`src/rtl/uart_rx_pkg.sv`:
```
// uart_rx_pkg: shared definitions for the UART receiver.
//   rx_state_t        - receiver FSM state encodings (RX_IDLE .. RX_BREAK)
//   UART_RX_DATA_ADDR - load address that pops the receive buffer
//   UART_RX_STAT_ADDR - load address of the status word
//   rx_stat_word()    - status word layout {29'b0, ovr, ferr, valid}
package uart_rx_pkg;

    typedef enum logic [2:0] {
        RX_IDLE  = 3'd0,
        RX_START = 3'd1,
        RX_DATA  = 3'd2,
        RX_STOP  = 3'd3,
        RX_BREAK = 3'd4
    } rx_state_t;

    localparam logic [31:0] UART_RX_DATA_ADDR = 32'h1000_0010;
    localparam logic [31:0] UART_RX_STAT_ADDR = 32'h1000_0014;

    // Status word seen by the CPU at UART_RX_STAT_ADDR
    function automatic logic [31:0] rx_stat_word(input logic ovr, input logic ferr,
                                                 input logic valid);
        return {29'b0, ovr, ferr, valid};
    endfunction

endpackage

```
`src/rtl/uart_rx_if.sv`:
```
// uart_rx_if: serial line, CPU pop/clear strobes and receive status.
//   uart_rx      - serial line (idle high), driven by the outside world
//   uart_rd_i    - one-cycle pop strobe from the load path
//   uart_clr_i   - clears the sticky error flags
//   uart_dat_o   - byte at the buffer head
//   uart_valid_o - buffer non-empty
//   uart_ferr_o  - sticky framing error
//   uart_ovr_o   - sticky overrun
// slave modport is the receiver side, master the CPU/pin side.
interface uart_rx_if;
    logic       uart_rx;
    logic       uart_rd_i;
    logic       uart_clr_i;
    logic [7:0] uart_dat_o;
    logic       uart_valid_o;
    logic       uart_ferr_o;
    logic       uart_ovr_o;

    modport slave (
        input  uart_rx, uart_rd_i, uart_clr_i,
        output uart_dat_o, uart_valid_o, uart_ferr_o, uart_ovr_o
    );

    modport master (
        output uart_rx, uart_rd_i, uart_clr_i,
        input  uart_dat_o, uart_valid_o, uart_ferr_o, uart_ovr_o
    );
endinterface

```
`src/rtl/uart_rx_fifo.sv`:
```
// uart_rx_fifo: receive byte buffer with simultaneous push/pop.
//   DEPTH     - entries; 1 gives a holding register, otherwise a power of two
//   clk, rst  - clock, synchronous active-high reset
//   push      - write din (dropped when full unless a pop frees a slot)
//   pop       - remove the head (ignored when empty)
//   dout      - head byte, from registered storage
//   valid     - buffer non-empty
//   ovr_set_c - combinational pulse: push was dropped this cycle
module uart_rx_fifo #(
    parameter int unsigned DEPTH = 1
) (
    input  logic       clk,
    input  logic       rst,
    input  logic       push,
    input  logic       pop,
    input  logic [7:0] din,
    output logic [7:0] dout,
    output logic       valid,
    output logic       ovr_set_c
);

    logic empty;
    logic full;
    logic do_push;
    logic do_pop;

    // A pop in the same cycle frees a slot for a push even when full
    assign do_pop    = pop && !empty;
    assign do_push   = push && (!full || do_pop);
    assign ovr_set_c = push && !do_push;

    if (DEPTH == 1) begin : g_reg
        logic [7:0] hold_q;
        logic       vld_q;

        // Single holding register; a simultaneous push replaces the popped byte
        always_ff @(posedge clk) begin
            if (rst) begin
                hold_q <= 8'h00;
                vld_q  <= 1'b0;
            end else begin
                if (do_push) begin
                    hold_q <= din;
                    vld_q  <= 1'b1;
                end else if (do_pop) begin
                    vld_q  <= 1'b0;
                end
            end
        end

        assign empty = !vld_q;
        assign full  = vld_q;
        assign dout  = hold_q;
        assign valid = vld_q;
    end else begin : g_ring
        localparam int unsigned PTR_W = $clog2(DEPTH);
        localparam int unsigned CNT_W = $clog2(DEPTH + 1);

        logic [7:0]       mem [DEPTH];
        logic [PTR_W-1:0] rd_ptr;
        logic [PTR_W-1:0] wr_ptr;
        logic [CNT_W-1:0] count_q;
        logic [CNT_W-1:0] count_n;
        logic             valid_q;

        always_comb begin
            count_n = count_q + CNT_W'(do_push) - CNT_W'(do_pop);
        end

        // Circular buffer; pointers wrap naturally since DEPTH is a power of two
        always_ff @(posedge clk) begin
            if (rst) begin
                for (int i = 0; i < int'(DEPTH); i++) begin
                    mem[i] <= 8'h00;
                end
                rd_ptr  <= '0;
                wr_ptr  <= '0;
                count_q <= '0;
                valid_q <= 1'b0;
            end else begin
                if (do_push) begin
                    mem[wr_ptr] <= din;
                    wr_ptr      <= wr_ptr + PTR_W'(1);
                end
                if (do_pop) begin
                    rd_ptr <= rd_ptr + PTR_W'(1);
                end
                count_q <= count_n;
                valid_q <= (count_n != '0);
            end
        end

        assign empty = (count_q == '0);
        assign full  = (count_q == CNT_W'(DEPTH));
        assign dout  = mem[rd_ptr];
        assign valid = valid_q;
    end

endmodule

```
`src/rtl/uart_rx.sv`:
```
// uart_rx: 8N1 serial receiver with mid-bit sampling, byte buffer and
// sticky framing-error / overrun flags.
//   CLKS_PER_BIT - clock cycles per bit (>= 4)
//   FIFO_DEPTH   - buffer depth (power of two) when UART_RX_FIFO_EN is defined
//   sys_clk_i    - clock
//   sys_rst_i    - synchronous active-high reset
//   bus          - uart_rx_if.slave: line, pop/clear strobes, data and status
// Build option: `define UART_RX_FIFO_EN for a FIFO_DEPTH-entry buffer;
// otherwise a single holding register is used.
module uart_rx
    import uart_rx_pkg::*;
#(
    parameter int unsigned CLKS_PER_BIT = 868,
    parameter int unsigned FIFO_DEPTH   = 4
) (
    input  logic    sys_clk_i,
    input  logic    sys_rst_i,
    uart_rx_if.slave bus
);

    localparam int unsigned CNT_W = $clog2(CLKS_PER_BIT);
    localparam int unsigned HALF  = CLKS_PER_BIT / 2;
`ifdef UART_RX_FIFO_EN
    localparam int unsigned EFF_DEPTH = FIFO_DEPTH;
`else
    localparam int unsigned EFF_DEPTH = 1;
`endif

    logic             rx_meta;
    logic             rxs;
    rx_state_t        state;
    rx_state_t        state_n;
    logic [CNT_W-1:0] cnt;
    logic [CNT_W-1:0] cnt_n;
    logic [2:0]       idx;
    logic [2:0]       idx_n;
    logic [7:0]       sh;
    logic [7:0]       sh_n;
    logic             push_c;
    logic             ferr_set_c;
    logic             ovr_set_c;
    logic             ferr_q;
    logic             ovr_q;
    logic [7:0]       fifo_dat;
    logic             fifo_valid;

    // Two-flop synchronizer; idle-high reset avoids a false start bit
    always_ff @(posedge sys_clk_i) begin
        if (sys_rst_i) begin
            rx_meta <= 1'b1;
            rxs     <= 1'b1;
        end else begin
            rx_meta <= bus.uart_rx;
            rxs     <= rx_meta;
        end
    end

    // FSM state, bit timer, bit index and shift register
    always_ff @(posedge sys_clk_i) begin
        if (sys_rst_i) begin
            state <= RX_IDLE;
            cnt   <= '0;
            idx   <= '0;
            sh    <= '0;
        end else begin
            state <= state_n;
            cnt   <= cnt_n;
            idx   <= idx_n;
            sh    <= sh_n;
        end
    end

    // Next-state logic: start check at half a bit, then one bit period per sample
    always_comb begin
        state_n    = state;
        cnt_n      = cnt + CNT_W'(1);
        idx_n      = idx;
        sh_n       = sh;
        push_c     = 1'b0;
        ferr_set_c = 1'b0;
        case (state)
            RX_IDLE: begin
                cnt_n = '0;
                if (!rxs) begin
                    state_n = RX_START;
                end
            end
            RX_START: begin
                if (cnt == CNT_W'(HALF - 1)) begin
                    cnt_n   = '0;
                    idx_n   = '0;
                    state_n = rxs ? RX_IDLE : RX_DATA;
                end
            end
            RX_DATA: begin
                if (cnt == CNT_W'(CLKS_PER_BIT - 1)) begin
                    cnt_n = '0;
                    sh_n  = {rxs, sh[7:1]};
                    idx_n = idx + 3'd1;
                    if (idx == 3'd7) begin
                        state_n = RX_STOP;
                    end
                end
            end
            RX_STOP: begin
                if (cnt == CNT_W'(CLKS_PER_BIT - 1)) begin
                    cnt_n = '0;
                    if (rxs) begin
                        push_c  = 1'b1;
                        state_n = RX_IDLE;
                    end else begin
                        ferr_set_c = 1'b1;
                        state_n    = RX_BREAK;
                    end
                end
            end
            RX_BREAK: begin
                // Wait for the line to return high so a held-low line is one error
                cnt_n = '0;
                if (rxs) begin
                    state_n = RX_IDLE;
                end
            end
            default: begin
                cnt_n   = '0;
                state_n = RX_IDLE;
            end
        endcase
    end

    uart_rx_fifo #(
        .DEPTH(EFF_DEPTH)
    ) u_fifo (
        .clk      (sys_clk_i),
        .rst      (sys_rst_i),
        .push     (push_c),
        .pop      (bus.uart_rd_i),
        .din      (sh),
        .dout     (fifo_dat),
        .valid    (fifo_valid),
        .ovr_set_c(ovr_set_c)
    );

    // Sticky flags; a set event in the same cycle as a clear wins
    always_ff @(posedge sys_clk_i) begin
        if (sys_rst_i) begin
            ferr_q <= 1'b0;
            ovr_q  <= 1'b0;
        end else begin
            ferr_q <= ferr_set_c ? 1'b1 : (bus.uart_clr_i ? 1'b0 : ferr_q);
            ovr_q  <= ovr_set_c  ? 1'b1 : (bus.uart_clr_i ? 1'b0 : ovr_q);
        end
    end

    assign bus.uart_dat_o   = fifo_dat;
    assign bus.uart_valid_o = fifo_valid;
    assign bus.uart_ferr_o  = ferr_q;
    assign bus.uart_ovr_o   = ovr_q;

endmodule

```
`src/flat_wrapper.sv`:
```
// flat-port wrapper written by rule: the top's interface ports become plain ports
module uart_rx_flat import uart_rx_pkg::*;
#(
    parameter int unsigned CLKS_PER_BIT = 868,
    parameter int unsigned FIFO_DEPTH   = 4
)
  (sys_clk_i, sys_rst_i, bus_uart_rx, bus_uart_rd_i, bus_uart_clr_i, bus_uart_dat_o, bus_uart_valid_o, bus_uart_ferr_o, bus_uart_ovr_o);
  uart_rx_if bus_i ();
  input  logic sys_clk_i;
  input  logic sys_rst_i;
  input wire logic [$bits(bus_i.uart_rx)-1:0] bus_uart_rx;
  input wire logic [$bits(bus_i.uart_rd_i)-1:0] bus_uart_rd_i;
  input wire logic [$bits(bus_i.uart_clr_i)-1:0] bus_uart_clr_i;
  output wire logic [$bits(bus_i.uart_dat_o)-1:0] bus_uart_dat_o;
  output wire logic [$bits(bus_i.uart_valid_o)-1:0] bus_uart_valid_o;
  output wire logic [$bits(bus_i.uart_ferr_o)-1:0] bus_uart_ferr_o;
  output wire logic [$bits(bus_i.uart_ovr_o)-1:0] bus_uart_ovr_o;
  assign bus_i.uart_rx = bus_uart_rx;
  assign bus_i.uart_rd_i = bus_uart_rd_i;
  assign bus_i.uart_clr_i = bus_uart_clr_i;
  assign bus_uart_dat_o = bus_i.uart_dat_o;
  assign bus_uart_valid_o = bus_i.uart_valid_o;
  assign bus_uart_ferr_o = bus_i.uart_ferr_o;
  assign bus_uart_ovr_o = bus_i.uart_ovr_o;
  uart_rx #(.CLKS_PER_BIT(CLKS_PER_BIT), .FIFO_DEPTH(FIFO_DEPTH)) u_core (.sys_clk_i(sys_clk_i), .sys_rst_i(sys_rst_i), .bus(bus_i));
endmodule
```
`config.mk`:
```
export PLATFORM = sky130hd
export DESIGN_NAME = uart_rx_flat
export DESIGN_NICKNAME = d
export VERILOG_FILES = /design/src/rtl/uart_rx_pkg.sv /design/src/rtl/uart_rx_if.sv /design/src/rtl/uart_rx_fifo.sv /design/src/rtl/uart_rx.sv /design/src/flat_wrapper.sv
export SDC_FILE = /design/constraint.sdc
export NUM_CORES = 1
export LEC_CHECK = 0
export CORE_MARGIN = 2
export CORE_UTILIZATION = 39
export DETAILED_ROUTE_END_ITERATION = 7
export SYNTH_ARGS = -nofsm -noshare
export SYNTH_HDL_FRONTEND = slang
export SYNTH_SLANG_ARGS = --single-unit
export TNS_END_PERCENT = 1
```
`constraint.sdc`:
```
create_clock -name sys_clk_i -period 3.7 [get_ports sys_clk_i]
set_input_delay 0.74 -clock sys_clk_i [delete_from_list [all_inputs] [get_ports sys_clk_i]]
set_output_delay 0.74 -clock sys_clk_i [all_outputs]
set_load 0.02 [all_outputs]
```
---- After elaboration in Yosys (flattened, before gate mapping) ----
Cells that the tools add are included.
cells by class
  add/sub/neg operators ................... 2
  eq/ne operators ......................... 13
  muxes and demuxes ....................... 26
  reductions and logical operators ........ 15
operators by type and width
  operator                 number
  $mux W3                  9
  $mux W10                 2
  $pmux W10 S2             1
  $pmux W3 S5              1
  $mux W1                  11
  $add A10 B1 Y10 const B  1
  $eq A10 B10 Y1 const B   1
  $eq A10 B9 Y1 const B    1
  $ne A2 B1 Y1 const B     5
  $reduce_bool A2 Y1       4
  $eq A3 B2 Y1 const B     2
  $eq A3 B3 Y1 const B     2
  $pmux W3 S2              1
  $reduce_and A6 Y1        1
  $add A3 B1 Y3 const B    1
  $eq A3 B1 Y1 const B     1
  $logic_and A1 B1 Y1      3
  $logic_not A3 Y1         1
  $reduce_and A3 Y1        1
  $logic_not A1 Y1         2
  $mux W2                  1
  $ne A2 B2 Y1 const B     1
  $reduce_and A2 Y1        1
  $reduce_or A2 Y1         1
  $logic_or A1 B1 Y1       1
storage, ports and cells
  flip-flop bits (word level) ............. 37
  bits of input ports ..................... 5
  output and inout port bits .............. 11
  logic and storage cells ................. 66

---- Longest topological paths before layout ----
  depth after elaboration ................. 7
  mapped depth ............................ 6
  gate-level depth less buffers ........... 6

---- Hierarchy ----
A second synthesis with hierarchy kept.
unflattened totals
  cells, all modules ...................... 179
  area, all modules ....................... 1717.9 um2
by module, submodules not included
  module        instances  cells each  area an instance (um2)  sequential area each (um2)
  uart_rx       1          139         1305.0                  560.5
  uart_rx_fifo  1          40          412.9                   180.2

---- Worst setup path after synthesis ----
No wires, ideal clock.
  path type ............................... input -> register
  start point ............................. in sys_rst_i
  end point ............................... reg u_core.cnt[2]
  setup time .............................. 0.083 ns
  arrival time ............................ 1.507 ns
  required time ........................... 3.617 ns
  path slack .............................. 2.110 ns
  cell stages on the path ................. 4
  path buffers ............................ 1
  cells stage by stage .................... clkbuf_1 > nor2_1 > o21ai_0 > nor3_1
RTL lines
  element               RTL line            RTL
  from (decl)           flat_wrapper.sv:10  input logic sys_rst_i;
  to (signal assigned)  uart_rx.sv:67       cnt <= cnt_n;
  to (decl)             uart_rx.sv:33       logic [CNT_W-1:0] cnt;

==> run_results.csv <==
group,metric,value,unit
cells_and_area,area_growth,14.7,%
placed_design,port_buffers,15,
timing,rsz0062_at_grt,"false",
logic_synthesis,avgSynthCellArea,9.49,um^2
setup_path,required,3.90,ns
placed_design,gp_congestion,0.760,
clock_network,post_cts_buffers,0,
grt,first_global_vias,1239,
routing,drc,0,
setup_path,critPathTopFamily,"buffers and inverters",
logic_synthesis,synth.cell_area,1700,um^2
hold_path,worstHoldPathType,"register to register",
run_status,status,"complete, no violations",
logic_synthesis,synthArstFlopShare,0,
die,ios,16,
pwr,power,691,uW
setup_path,crit_slowest_cell,"clkdlybuf4s50_1",
clock_network,ctsHoldBuffers,0,
clock_network,clock_latency,0.29,ns
logic_synthesis,yosysSeqAreaShare,0.436,
routing,vias,1329,
logic_synthesis,synth_compound_area_frac,0.123,
routing,antenna_left,0,
clock_network,path_clk_slew,0.07,ns
timing,clock_skew,0.00656,ns
logic_synthesis,synthAdderAreaFrac,0.0295,
setup_path,cp_max_fo,30,
cells_and_area,n_antenna_cell,0,
clock_network,cts_buffers,5,
logic_synthesis,synth_flop_cell,"dfxtp_1",
setup_path,worst_setup_path_start_kind,"input pin",
die,die_h,70.0,um
flow_run,maxCapViolations,0,
logic_synthesis,synth_edf_count,0,
timing,fmax,0.501,GHz
setup_path,cp_slowest_stage_delay,0.39,ns
timing,final_hold_viol_count,0,
clock_network,clk_path_buf_depth,2,
routing,drt-initial-drc-count,23,
routing,viasPerCell,5.45,
cells_and_area,drive_above_1_share,0.109,
cells_and_area,nNetsFinal,200,
grt,grt_max_degree,31,
grt,grtUsageTotal,0.141,
setup_path,path_cells,"clkdlybuf4s50_1 -> buf_4 -> nor2_1 -> o21ai_0 -> nor3_1",
die,rows,24,
grt,grt_pass1_wl,5550,um
setup_path,worstSetupPathType,"input pin to register",
timing,drv_slew,0,
setup_path,end_kind,"register",
grt,antenna_found_initial,0,
timing,tightestPinTransition,1.14,ns
pwr,powerDensity,355,nW/um^2
clock_network,clock-sinks,37,
logic_synthesis,synth-seq-cells,37,
clock_network,root_buffer,"clkbuf_8",
die,initial_core_util,0.398,
routing,wl_per_cell,13.6,um
logic_synthesis,yosys-mux-area-fraction,0.0560,
clock_network,cts_resized,0,
clock_network,tritoncts,"done",
timing,setup_viol,0,
routing,wirelength,3310,um
timing,period_share,0.540,
placed_design,dpl.hpwl,2360,um
die,core,4260,um^2
logic_synthesis,yosys_warnings,0,
pwr,leakagePower,0.000702,uW
logic_synthesis,synth_nets,188,
logic_synthesis,synth_cells,179,
timing,hold_ws,0.412,ns
die,die-area,4900,um^2
grt,overflow,0,
timing,slew_headroom,0.235,
clock_network,h-tree-depth,2,
logic_synthesis,synth_top_family_by_area,"simple AND/OR/NAND/NOR gates",
setup_path,worst-path-buf-inv,2,
timing,fin_setup_tns,0,ns
die,fp.dieW,70.0,um
cells_and_area,final_util,0.457,
setup_path,cp_data_arrival_time,2.20,ns
logic_synthesis,ys_types,45,
logic_synthesis,synthSimpleGateAreaFrac,0.267,
routing,dr.pass1.iters,4,
timing,fin_crit,2.00,ns
logic_synthesis,post_synth_xor_area_fraction,0.0464,
pwr,vdd_drop_max,0.212,mV
==> final cells by class <==
type | instances | area [um^2]
sequential | 37 | 741
clock buffer | 5 | 68.8
tap | 52 | 65.1
clock inverter | 3 | 17.5
timing repair buffer | 16 | 158
inverter | 3 | 11.3
fill | 438 | 2320
multi-input combinational | 128 | 887
==> logic make-up after synthesis <==
| group | count (synthesis) |
|---|---|
| buffers and inverters | 14 |
| flip-flops | 37 |
| AND/OR/NAND/NOR | 72 |
| multiplexers | 9 |
| AO/OA/AOI/OAI | 34 |
| XOR/XNOR | 9 |
| adder cells (fa/ha/maj) | 4 |
==> synth_stat cells (4+ instances only) <==
cell | n | area share
a21oi_1 | 12 | 0.035
clkbuf_1 | 5 | 0.011
dfxtp_1 | 37 | 0.44
ha_1 | 4 | 0.029
mux2i_1 | 8 | 0.047
nand2b_1 | 6 | 0.022
nand3_1 | 11 | 0.032
nand4_1 | 5 | 0.018
nor2_1 | 12 | 0.027
nor2b_1 | 4 | 0.015
nor3_1 | 10 | 0.029
o21ai_0 | 10 | 0.029
or3_1 | 4 | 0.015
xor2_1 | 6 | 0.031
==> flip-flops by register name, summed over array words and instances, names as in the netlist <==
| register | cells |
|---|---|
| u_core.bus.uart_ferr_o | 1 |
| u_core.bus.uart_ovr_o | 1 |
| u_core.cnt | 10 |
| u_core.idx | 3 |
| u_core.rx_meta | 1 |
| u_core.rxs | 1 |
| u_core.sh | 8 |
| u_core.state | 3 |
| u_core.u_fifo.dout | 8 |
| u_core.u_fifo.valid | 1 |
==> per-stage QoR <==
stage	setup WS, ns	std cells	area (um^2)
after detailed placement	1.37	236	1860
after CTS	1.68	244	1950
after global placement	1.47	236	1860
final	1.70	244	1950
after floorplan	2.11	179	1700
after global routing	1.51	244	1950
==> metal layers <==
layer / GRT usage / routed length, um
met5: 0 / 0
met4: 0.0577 / 44
met3: 0.0447 / 149
met2: 0.234 / 1610
met1: 0.169 / 1510
==> worst register-to-register path, cell delays in order (launching register included) <==
cell,delay [ns]
dfxtp_1,0.40
ha_1,0.26
and2b_1,0.30
nand4_2,0.40
or3_1,0.44
o21ai_1,0.08
==> report_power, final <==
group	switching (uW)	total [uW]	internal (uW)
Sequential	1.69	401	399
Clock	143	273	130
Combinational	8.49	17.3	8.78
==> final timing paths <==
check	end	cells past startpoint	from	slack (ns)
max reg2reg	u_core.idx[0]	5	u_core.cnt[0]	1.75
max	u_core.cnt[8]	5	sys_rst_i	1.70
min reg2reg	u_core.rxs	1	u_core.rx_meta	0.41
min	u_core.rxs	1	u_core.rx_meta	0.41
==> placed cells by master, fill, tap and decap left out, drive strengths merged, types with 3 or more instances in the layout <==
master | Yosys | routed
xnor2 | 3 | 3
clkdlybuf4s50 | 0 | 15
mux2i | 8 | 8
nor2b | 4 | 4
o21ai | 12 | 12
or3 | 4 | 4
ha | 4 | 4
dfxtp | 37 | 37
nand3 | 11 | 11
nand2b | 6 | 6
nor2 | 12 | 12
a21oi | 14 | 14
clkbuf | 5 | 5
nand4 | 6 | 6
nor3 | 12 | 12
xor2 | 6 | 6
inv | 3 | 3
Power figures use the tool's default switching activity.
